File: config.mk
export PLATFORM = sky130hd
export DESIGN_NAME = pc_stack_unit_flat
export DESIGN_NICKNAME = d
export VERILOG_FILES = /design/src/rtl/pc_stack_if.sv /design/src/rtl/pc_stack_unit.sv /design/src/flat_wrapper.sv
export SDC_FILE = /design/constraint.sdc
export NUM_CORES = 1
export LEC_CHECK = 0
export ABC_AREA = 1
export BUFFER_PORTS_ARGS = -buffer_cell sky130_fd_sc_hd__buf_2
export CORE_MARGIN = 2
export CORE_UTILIZATION = 60
export CTS_CLUSTER_SIZE = 25
export DETAILED_ROUTE_END_ITERATION = 10
export PLACE_DENSITY = 0.86
export SYNTH_ARGS = -nofsm -noshare
export SYNTH_HDL_FRONTEND = slang
export SYNTH_SLANG_ARGS = --single-unit
File: constraint.sdc
create_clock -name clk -period 4.5 [get_ports clk]
set_clock_uncertainty 0.05 [all_clocks]
set_input_delay 0.225 -clock clk [delete_from_list [all_inputs] [get_ports clk]]
set_output_delay 0.225 -clock clk [all_outputs]
set_load 0.01 [all_outputs]
File: src/rtl/pc_stack_if.sv
// Control and address bundle between the sequencer FSM and the program-counter unit.
// The FSM side is the master; pc_stack_unit is the slave.
interface pc_stack_if #(
  parameter int ADDR_W      = 10,
  parameter int DISP_W      = 8,
  parameter int STACK_DEPTH = 8
);
  localparam int DEPTH_W = $clog2(STACK_DEPTH + 1);

  logic               pc_en;
  logic [2:0]         op;
  logic [ADDR_W-1:0]  tgt_in;
  logic [DISP_W-1:0]  disp_in;
  logic               err_clr;
  logic [ADDR_W-1:0]  pc_out;
  logic [ADDR_W-1:0]  ret_addr;
  logic [DEPTH_W-1:0] depth;
  logic               stk_full;
  logic               stk_empty;
  logic [1:0]         stk_err;

  modport master (
    output pc_en, op, tgt_in, disp_in, err_clr,
    input  pc_out, ret_addr, depth, stk_full, stk_empty, stk_err
  );

  modport slave (
    input  pc_en, op, tgt_in, disp_in, err_clr,
    output pc_out, ret_addr, depth, stk_full, stk_empty, stk_err
  );
endinterface

File: src/rtl/pc_stack_unit.sv
// Program counter with increment/load, signed relative branch and call/return
// through a LIFO return-address stack; overflow/underflow errors are sticky.
module pc_stack_unit #(
  parameter int                ADDR_W      = 10,
  parameter int                DISP_W      = 8,
  parameter int                STACK_DEPTH = 8,
  parameter logic [ADDR_W-1:0] RESET_ADDR  = '0
) (
  input logic       clk,
  input logic       reset,
  pc_stack_if.slave bus
);
  localparam int DEPTH_W = $clog2(STACK_DEPTH + 1);
  localparam int IDX_W   = (STACK_DEPTH > 1) ? $clog2(STACK_DEPTH) : 1;

  typedef enum logic [2:0] {
    OP_INC    = 3'b000,
    OP_LOAD   = 3'b001,
    OP_BRANCH = 3'b010,
    OP_CALL   = 3'b011,
    OP_RET    = 3'b100
  } op_e;

  logic [ADDR_W-1:0]  pc_q;
  logic [DEPTH_W-1:0] depth_q;
  logic [1:0]         err_q;
  logic [ADDR_W-1:0]  stack_mem [STACK_DEPTH];

  logic [ADDR_W-1:0]  pc_d;
  logic [DEPTH_W-1:0] depth_d;
  logic               push;
  logic               ovf;
  logic               unf;
  logic               full;
  logic               empty;
  logic [ADDR_W-1:0]  pc_inc;
  logic [IDX_W-1:0]   wr_idx;
  logic [IDX_W-1:0]   rd_idx;

  assign full   = (depth_q == DEPTH_W'(STACK_DEPTH));
  assign empty  = (depth_q == '0);
  assign pc_inc = pc_q + ADDR_W'(1);
  // The next free slot is indexed by depth; the top entry sits one below it.
  assign wr_idx = depth_q[IDX_W-1:0];
  assign rd_idx = wr_idx - IDX_W'(1);

  // NOTE: every output of this block gets a default first, so no path can
  // leave a value unassigned and infer a latch.
  always_comb begin
    pc_d    = pc_q;
    depth_d = depth_q;
    push    = 1'b0;
    ovf     = 1'b0;
    unf     = 1'b0;
    if (bus.pc_en) begin
      case (op_e'(bus.op))
        OP_INC:    pc_d = pc_inc;
        OP_LOAD:   pc_d = bus.tgt_in;
        OP_BRANCH: pc_d = pc_q + ADDR_W'($signed(bus.disp_in));
        OP_CALL: begin
          if (full) begin
            ovf = 1'b1;
          end else begin
            push    = 1'b1;
            pc_d    = bus.tgt_in;
            depth_d = depth_q + DEPTH_W'(1);
          end
        end
        OP_RET: begin
          if (empty) begin
            unf = 1'b1;
          end else begin
            pc_d    = stack_mem[rd_idx];
            depth_d = depth_q - DEPTH_W'(1);
          end
        end
        default: ;
      endcase
    end
  end

  // NOTE: state uses non-blocking assignments so every register samples the
  // pre-edge values, independent of statement order.
  always_ff @(posedge clk) begin
    if (reset) begin
      pc_q    <= RESET_ADDR;
      depth_q <= '0;
      err_q   <= 2'b00;
    end else begin
      pc_q    <= pc_d;
      depth_q <= depth_d;
      // A new error wins over a simultaneous clear of the same bit.
      err_q   <= (err_q & ~{2{bus.err_clr}}) | {unf, ovf};
    end
  end

  // NOTE: the stack array is deliberately not reset; depth alone marks which
  // entries are valid, so clearing the storage would only cost reset fan-out.
  always_ff @(posedge clk) begin
    if (push) begin
      stack_mem[wr_idx] <= pc_inc;
    end
  end

  assign bus.pc_out    = pc_q;
  assign bus.ret_addr  = empty ? '0 : stack_mem[rd_idx];
  assign bus.depth     = depth_q;
  assign bus.stk_full  = full;
  assign bus.stk_empty = empty;
  assign bus.stk_err   = err_q;
endmodule

File: src/flat_wrapper.sv
// flat-port wrapper written by rule: the top's interface ports become plain ports
module pc_stack_unit_flat 
#(
  parameter int                ADDR_W      = 10,
  parameter int                DISP_W      = 8,
  parameter int                STACK_DEPTH = 8,
  parameter logic [ADDR_W-1:0] RESET_ADDR  = '0
)
  (clk, reset, bus_pc_en, bus_op, bus_tgt_in, bus_disp_in, bus_err_clr, bus_pc_out, bus_ret_addr, bus_depth, bus_stk_full, bus_stk_empty, bus_stk_err);
  pc_stack_if #(.ADDR_W(ADDR_W), .DISP_W(DISP_W), .STACK_DEPTH(STACK_DEPTH)) bus_i ();
  input logic clk;
  input logic reset;
  input wire logic [$bits(bus_i.pc_en)-1:0] bus_pc_en;
  input wire logic [$bits(bus_i.op)-1:0] bus_op;
  input wire logic [$bits(bus_i.tgt_in)-1:0] bus_tgt_in;
  input wire logic [$bits(bus_i.disp_in)-1:0] bus_disp_in;
  input wire logic [$bits(bus_i.err_clr)-1:0] bus_err_clr;
  output wire logic [$bits(bus_i.pc_out)-1:0] bus_pc_out;
  output wire logic [$bits(bus_i.ret_addr)-1:0] bus_ret_addr;
  output wire logic [$bits(bus_i.depth)-1:0] bus_depth;
  output wire logic [$bits(bus_i.stk_full)-1:0] bus_stk_full;
  output wire logic [$bits(bus_i.stk_empty)-1:0] bus_stk_empty;
  output wire logic [$bits(bus_i.stk_err)-1:0] bus_stk_err;
  assign bus_i.pc_en = bus_pc_en;
  assign bus_i.op = bus_op;
  assign bus_i.tgt_in = bus_tgt_in;
  assign bus_i.disp_in = bus_disp_in;
  assign bus_i.err_clr = bus_err_clr;
  assign bus_pc_out = bus_i.pc_out;
  assign bus_ret_addr = bus_i.ret_addr;
  assign bus_depth = bus_i.depth;
  assign bus_stk_full = bus_i.stk_full;
  assign bus_stk_empty = bus_i.stk_empty;
  assign bus_stk_err = bus_i.stk_err;
  pc_stack_unit #(.ADDR_W(ADDR_W), .DISP_W(DISP_W), .STACK_DEPTH(STACK_DEPTH), .RESET_ADDR(RESET_ADDR)) u_core (.clk(clk), .reset(reset), .bus(bus_i));
endmodule
### Word level (Yosys, flattened, before mapping)

Memory sizes are Yosys's and may differ from the RTL's.
Index checks and enable logic that the tools add are counted.

| storage, ports and cells | value |
|---|---|
| input bits | 25 |
| register bits after elaboration | 16 |
| output and inout port bits | 28 |
| memories | 1 |
| bits in writable memories | 80 |
| word-level logic and storage cells | 43 |

| operators by class | value |
|---|---|
| equal/unequal tests | 7 |
| mux-type cells | 18 |
| bitwise operators | 3 |
| add/subtract/negate cells | 5 |
| reduce and logical (&&, ||, !) cells | 6 |

Memories:

| memory | words | width | read ports | clocked after memory_dff | wr ports | RTL line | text |
|---|---|---|---|---|---|---|---|
| u_core.stack_mem | 8 | 10 | 1 | 0 | 1 | pc_stack_unit.sv:27 | `logic [ADDR_W-1:0] stack_mem [STACK_DEPTH];` |

Operators with widths:

| kind | count |
|---|---|
| 10-bit case mux with 5 select lines | 1 |
| 10-bit 2-to-1 mux | 3 |
| 1-bit 2-to-1 mux | 11 |
| 10-bit by 1-bit adder with 10-bit output, second input constant | 1 |
| 10-bit adder | 1 |
| 4-bit 2-to-1 mux | 2 |
| 4-bit case mux with 2 select lines | 1 |
| 4-bit AND reduction | 2 |
| 3-bit by 2-bit equality test with 1-bit output, second input constant | 2 |
| 5-bit nonzero test | 1 |
| 4-bit by 1-bit adder with 4-bit output, second input constant | 1 |
| 4-bit equality test, second input constant | 1 |
| 4-bit zero test | 1 |
| 2-bit != test, second input constant | 2 |
| 4-bit by 1-bit subtractor with 4-bit output, second input constant | 1 |
| 3-bit by 1-bit equality test with 1-bit output, second input constant | 1 |
| 3-bit equality test, second input constant | 1 |
| 3-bit zero test | 1 |
| 3-bit by 1-bit subtractor with 3-bit output, second input constant | 1 |
| 2-bit AND | 1 |
| 2-bit inverter | 1 |
| 2-bit OR | 1 |
| 2-bit nonzero test | 1 |

### Longest topological paths before layout

Gate-level depths: netlist of the first run.

| logic depth | value |
|---|---|
| depth in word-level cells | 6 |
| depth in mapped cells | 17 |
| mapped depth without buffers | 13 |

### Worst setup path before layout of the first run

No wires, ideal clock.

| timing path | value |
|---|---|
| path kind | register to register |
| start | reg u_core.depth_q[0], in the netlist u_core.bus.depth[0] |
| end | mem u_core.stack_mem[4][0], enable pin |
| cell stages (with the launch flop) | 10 |
| data required time | 4.074 ns |
| clock period less this slack | 2.352 ns |
| arrival | 1.926 ns |
| setup time | 0.376 ns |
| buffers on the path | 2 |
| setup slack | 2.148 ns |
| path through | dfxtp_1 > buf_4 > inv_4 > buf_4 > ha_1 > nand3_2 > inv_1 > nor3_1 > nand2_1 > nor2_1 |

| between the ends | value |
|---|---|
| cells in the longest elaborated chain, start to end | 6 |

RTL lines:

| item | RTL line | text |
|---|---|---|
| from (decl) | pc_stack_unit.sv:25 | `logic [DEPTH_W-1:0] depth_q;` |
| from (signal assigned) | pc_stack_unit.sv:91 | `depth_q <= depth_d;` |
| 4-bit equality test | pc_stack_unit.sv:40 | `assign full = (depth_q == DEPTH_W'(STACK_DEPTH));` |
| via bus_stk_full | flat_wrapper.sv:21 | `output wire logic [$bits(bus_i.stk_full)-1:0] bus_stk_full;` |
| 1-bit 2-to-1 mux | pc_stack_unit.sv:61 | `if (full) begin` |
| 1-bit 2-to-1 mux | pc_stack_unit.sv:56 | `case (op_e'(bus.op))` |
| 1-bit 2-to-1 mux | pc_stack_unit.sv:55 | `if (bus.pc_en) begin` |
| 1-bit 2-to-1 mux | pc_stack_unit.sv:100 | `if (push) begin` |
| 1-bit 2-to-1 mux (not written as such) | pc_stack_unit.sv:101 | `stack_mem[wr_idx] <= pc_inc;` |
| to (decl) | pc_stack_unit.sv:27 |  |

The timed path passes the listed nets, and every way through them passes these cells.

### Worst setup path after layout of the first run

| timing path | value |
|---|---|
| start | reg u_core.depth_q[0], in the netlist u_core.bus.depth[0] |
| end | out bus_ret_addr[9] |

| between the ends | value |
|---|---|
| cells in the longest elaborated chain, start to end | 3 |
| elaborated cells between the ends (all ways) | 4 |
| those cells by class | add/sub (1); mux (1); reduce/logical (1); memory (1) |

RTL lines:

| item | RTL line | text |
|---|---|---|
| 3-bit by 1-bit subtractor with 3-bit output | pc_stack_unit.sv:45 | `assign rd_idx = wr_idx - IDX_W'(1);` |
| memory read 8 x 10 bit | n/a |  |
| 10-bit 2-to-1 mux (*) | pc_stack_unit.sv:106 | `assign bus.ret_addr = empty ? '0 : stack_mem[rd_idx];` |
| to (decl) | flat_wrapper.sv:19 | `output wire logic [$bits(bus_i.ret_addr)-1:0] bus_ret_addr;` |

Every way passes the cells marked *; elsewhere a longest branch is shown, timed or not.

==> metrics, run 1 <==
RSZ-0062 raised after global routing false; Yosys warning total 0; Routed Wire Length 13,300 um; worst vdd ir 0.000152 V; worst endpoint required time 4.22 ns; share of post-route cells with drive strength above 1 14.3%; Core Area 8220 um^2; Final Hold Vio Count 0; maximum clock insertion buffer count 2; WP data arrival 2.87 ns; slowest stage delay, CP 0.52 ns; R2R Path End u_core.stack_mem[4][7]; synthesized instance count 584; routed vias 4,345; Psw 561 uW; clock latency on the worst-skew pair 0.36 ns; R2R Setup Slk 1.78 ns; P&R area growth vs syn 9.50%; largest area contributor in the netlist edfxtp_1; H-Tree Depth 3; first-pass GRT wire length 21,100 um; Peak Freq 318 MHz; WS Path Type flip-flop to output port; Final period util 69.9%; DRC 0; initial drt markers 433; met2 GRT Util 53.1%; Setup Viol. Count Final 0; routing usage on met1 38.9%; startpoint types flip-flop; Placed Cells 725; Port-buffer cells 52; die area 9250 um^2; critical path cell sequence inv_4 -> ha_1 -> inv_2 -> nand3_1 -> nand2_1 -> nand2_1 -> a21oi_1 -> buf_2; PD cells 352 nW/um^2; gr busiest metal met2; post-CTS setup buffers 0; drt via density 5.86; Hold Crit Class primary input to flip-flop; max cap viols 0; Inserted Diodes 0; Slowest-stage cell, CP ha_1; Crit path top cell by count nand2_1; Async SR Flop Fraction 0%; # nets final 671; sequential share of power 50.9%; Clk pin slew, worst setup/hold paths 0.09 ns; CP top delay family buffers and inverters; ranking of synthesized cells by area edfxtp_1, nand2_1, dfxtp_1, nor2_1, inv_1; Mapped Nets 624; sequential fraction of the synthesis area 53.4%; Post-synth EDFFs 80; Reg2Reg Depth 7; post-synth top area share 47.1%; TritonCTS clock tree built; status finished clean; placer congestion estimate 0.962; Post-synth top cells nand2_1, edfxtp_1, nor2_1, inv_1, o21ai_0; dominant synthesized flop cell edfxtp_1; die width 96.2 um; ANT nets after route 0; Switching Fraction 28.5%; Clock Power Share 30.8%; Comb pwr share 18.3%; Pleak 2.45 nW; GRT Residual Overflow 0; row cnt 33; initial antenna violation count 0; cell with the most instances after synthesis nand2_1; Rel. slew slack 29.8%; Yosys reg bits 96; Synth cell types 36; Crit. Startpoint u_core.bus.depth[0]; worst path bufs/invs 3; syn_area_per_cell 8.73 um^2; Die H 96.2 um; post_cts resized 0; Int Pwr 1.40 mW; Post-Syn Area 5100 um^2; Num CTS Buffers 9; Ports 53; Routed wire per std cell 18.0 um; worst r2r src u_core.bus.depth[0]; DR pass1 iterations 8; total clock sinks 96; CP endpoint bus_ret_addr[9]; largest net degree at the start of global routing 46; Initial Utilization 62.1%; vias in the first global route 4,232; CP Max Fanout 45; Final min period 3.15 ns; met3 Resource Use GR 4.78%; slew at the pin closest to its max-slew limit 1.05 ns; setup TNS 0 ns; fin cells 741; nature of the critical path endpoint output port; hold_buf cts 0; pins over their slew limit 0; CP Depth 8; CTS Root Cell clkbuf_8; gr usage total 30.9%; DP HPWL 9550 um
## cell usage in the layout (no fill, tap or decap), drive strengths merged, types with 5 or more instances in the layout
cell	synthesis	layout
inv	70	70
xor2	6	6
nor2	80	80
clkinv	1	5
ha	13	13
buf	14	54
clkbuf	4	10
nand4	6	6
edfxtp	80	80
a21oi	40	40
dfxtp	16	16
nand3	36	36
o21ai	50	50
nand2	147	147
## worst min-delay path by stage
stage	endpoint	slack (ns)	startpoint	cells after the start
6_report	u_core.bus.stk_err[1]	0.07	bus_err_clr	4
5_1_grt	u_core.bus.stk_err[0]	0.09	bus_err_clr	4
4_1_cts	u_core.bus.stk_err[1]	0.06	bus_err_clr	4
3_5_place_dp	u_core.bus.stk_err[1]	0.40	u_core.bus.stk_err[1]	2
3_3_place_gp	u_core.bus.stk_err[1]	0.40	u_core.bus.stk_err[1]	2
2_1_floorplan	u_core.bus.stk_err[1]	0.32	bus_pc_en	2
## sequential cells by signal (all words and copies together) (netlist names)
name,count
u_core.bus.pc_out,10
u_core.bus.stk_err,2
u_core.stack_mem,80
u_core.bus.depth,4
## power groups by stage
stage               sequential (mW)  combinational [mW]  clock [mW]
global placement               1.02               0.337           0
CTS                           0.999               0.352       0.603
finish                         1.00               0.359       0.605
global route                   1.00               0.400       0.637
detailed placement             1.02               0.350           0
floorplan                      1.02               0.239           0
## logic make-up after synthesis
group | after synthesis | synth area share (%)
adders and majority gates | 15 | 3.98
AOI/OAI and AO/OA | 97 | 9.87
and+or+nand+nor | 277 | 23.1
xor gates and xnor gates | 10 | 1.72
DFF | 96 | 53.4
buffers and inverters | 89 | 7.90
## metal layers
metal / wire (um) / vias to the layer above / part of all wire [%]
li1: - / 2032 / -
met1: 5230 / 2029 / 39
met2: 6590 / 249 / 49
met3: 1110 / 35 / 8.4
met4: 382 / 0 / 2.9
met5: 0 / - / 0
## cell type report
type / count / area [um^2]
sequential: 96 / 2720
multi-input combinational: 399 / 1970
tap: 105 / 131
fill: 656 / 2630
clock inverter: 6 / 83.8
inverter: 71 / 269
timing repair buffer: 54 / 275
clock buffer: 10 / 128
## tightest hold or removal path, stage by stage
cell and delay [ns]:
buf_2 0.07, inv_1 0.04, nand2_1 0.05, a21oi_1 0.05
## stage by stage
| stage | cell area [um^2] | power (mW) | utilization, % | worst slack, ns | hold WS, ns |
|---|---|---|---|---|---|
| 2_1_floorplan | 5100 | 1.26 | - | 2.15 | 0.318 |
| 3_3_place_gp | 5370 | 1.36 | 65.4 | 1.89 | 0.400 |
| 3_5_place_dp | 5370 | 1.37 | 65.4 | 1.83 | 0.402 |
| 4_1_cts | 5580 | 1.95 | 67.9 | 1.40 | 0.0587 |
| 5_1_grt | 5580 | 2.04 | 67.9 | 1.10 | 0.0905 |
| 6_report | 5580 | 1.96 | 67.9 | 1.35 | 0.0667 |
Power figures use the tool's default switching activity.
==> run 2: changes to the inputs <==
--- a/config.mk
+++ b/config.mk
@@ -8,10 +8,10 @@
 export ABC_AREA = 1
 export BUFFER_PORTS_ARGS = -buffer_cell sky130_fd_sc_hd__buf_2
 export CORE_MARGIN = 2
-export CORE_UTILIZATION = 60
+export CORE_UTILIZATION = 59
 export CTS_CLUSTER_SIZE = 25
 export DETAILED_ROUTE_END_ITERATION = 10
-export PLACE_DENSITY = 0.86
+export PLACE_DENSITY = 0.85
 export SYNTH_ARGS = -nofsm -noshare
 export SYNTH_HDL_FRONTEND = slang
 export SYNTH_SLANG_ARGS = --single-unit
==> constraint.sdc (replaced) <==
create_clock -name clk -period 2.9 [get_ports clk]
set_clock_uncertainty 0.05 [all_clocks]
set_input_delay 0.145 -clock clk [delete_from_list [all_inputs] [get_ports clk]]
set_output_delay 0.145 -clock clk [all_outputs]
set_load 0.01 [all_outputs]
==> run 2 against run 1 <==
Effect of this change:
- die area rose by 1.6%
- critical path depth did not move
- cell area rose by 1.9%
- power rose by 54%
- register-to-register slack got worse by 1.1 ns
- critical endpoint is now bus_ret_addr[3]
- largest power group unchanged
==> metrics, run 2 (synthesis gave the netlist of run 1 again) <==
clock latency on the worst-skew pair 0.37 ns; worst path bufs/invs 3; Crit path top cell by count o21ai_0; Setup Viol. Count Final 0; most frequent cells in the layout nand2_1, edfxtp_1, nor2_1; Final Hold Vio Count 0; gr usage total 27.7%; Peak Freq 360 MHz; critical path cell sequence inv_1 -> ha_1 -> inv_4 -> o21ai_0 -> o21ai_0 -> nand2_1 -> a21oi_1 -> buf_2; placed cell areas 5460 um^2; initial drt markers 536; initial antenna violation count 0; worst vdd ir 0.000306 V; drt via density 5.84; largest net degree at the start of global routing 45; Placed Cells 737; Finished Cell Area 5690 um^2; Routed wire per std cell 17.3 um; row cnt 33; WS Path Type flip-flop to output port; Core Area 8300 um^2; max reg flops 80; pins over their slew limit 0; Ports 53; routed vias 4,401; Pleak 2.51 nW; slew at the pin closest to its max-slew limit 0.776 ns; Num CTS Buffers 9; Routed Wire Length 13,100 um; share of post-route cells with drive strength above 1 16.0%; worst endpoint required time 2.71 ns; DP HPWL 9160 um; Inserted Diodes 0; vias in the first global route 4,157; # nets final 684; Final min period 2.78 ns; Slowest-stage cell, CP dfxtp_1; RSZ-0062 raised after global routing false; nature of the critical path endpoint output port; die width 97.0 um; placer congestion estimate 0.890; Hold Crit Class primary input to flip-flop; Reg with most FFs u_core.stack_mem; DRC 0; Initial Utilization 61.4%; ANT nets after route 0; Die H 97.0 um; GRT Residual Overflow 0; TritonCTS clock tree built; Clk pin slew, worst setup/hold paths 0.10 ns; startpoint types flip-flop; max cap viols 0; Final period util 95.8%; PD cells 531 nW/um^2; die area 9400 um^2; first-pass GRT wire length 20,400 um; P&R area growth vs syn 11.6%; WP data arrival 2.58 ns; fillers 636; CP top delay family compound AO/OA/AOI/OAI gates; CP Max Fanout 25; H-Tree Depth 3; post-CTS setup buffers 0; setup TNS 0 ns; DR pass1 iterations 5; maximum clock insertion buffer count 2; CTS Root Cell clkbuf_8; status finished clean; Port-buffer cells 52; most common cell after layout, fill and taps aside nand2_1; Rel. slew slack 47.9%; total clock sinks 96; slowest stage delay, CP 0.41 ns; fin cells 754
[run 2: changes by cell type in the layout (fill, tap and decap cells not counted), moves of 2 or more]
| cell | delta |
|---|---|
| clkinvlp_4 | +2 |
| buf_4 | +12 |
| clkinv_2 | -3 |
| clkbuf_8 | +2 |
[run 2: metrics by stage]
step | total power [mW] | hold slack, ns | worst slack, ns | utilization (%)
global placement | 2.09 | 0.361 | 0.494 | 65.8
finish | 3.02 | 0.00736 | 0.121 | 68.5
floorplan | 1.95 | 0.238 | 0.548 | -
CTS | 3.01 | 0.00148 | 0.0597 | 68.5
global route | 3.14 | 0.0112 | 0.0108 | 68.5
detailed placement | 2.12 | 0.368 | 0.353 | 65.8
[run 2: power breakdown]
part	internal, mW	total [mW]	switching (mW)	leakage (nW)
registers	1.52	1.55	0.0276	0.835
logic	0.177	0.553	0.376	1.58
clock network	0.450	0.919	0.469	0.102
total	2.15	3.02	0.873	2.51
[run 2: worst min-delay path: cells and delay by family]
family	cells	cell delay [ns]
compound gates	1	0.05
simple gates	1	0.06
buf+inv	1	0.12
[run 2: final timing paths]
| path | to | slack [ns] | cells past startpoint | from |
|---|---|---|---|---|
| max reg2reg | u_core.bus.pc_out[8] | 0.67 | 12 | u_core.bus.pc_out[0] |
| min | u_core.bus.stk_err[1] | 0.007 | 3 | bus_pc_en |
| max | bus_ret_addr[3] | 0.12 | 8 | u_core.bus.depth[1] |
| min reg2reg | u_core.bus.stk_err[1] | 0.42 | 2 | u_core.bus.stk_err[1] |
[run 2: per-layer routing]
layer,vias up,routed length (um),track usage (%)
met5,-,0,0
met4,0,417,15.2
met3,38,1260,3.61
met2,275,6230,44.5
met1,2043,5140,36.6
li1,2045,-,-
[run 2: area by class of cell]
| type | count | area [um^2] | area share [%] |
|---|---|---|---|
| inverter | 71 | 272 | 4.77 |
| clock inverter | 5 | 62.6 | 1.10 |
| multi-input combinational | 399 | 1970 | 34.7 |
| timing repair buffer | 67 | 375 | 6.60 |
| clock buffer | 11 | 151 | 2.66 |
| sequential | 96 | 2720 | 47.9 |
| tap | 105 | 131 | 2.31 |
[run 2: what timing repair did]
item | 4_1_cts | 5_1_grt
gates resized for setup | 1 | 1
hold buffers | 1 | 0
endpoints found under the hold margin | 2 | 0
endpoints found under the setup margin | 1 | 1
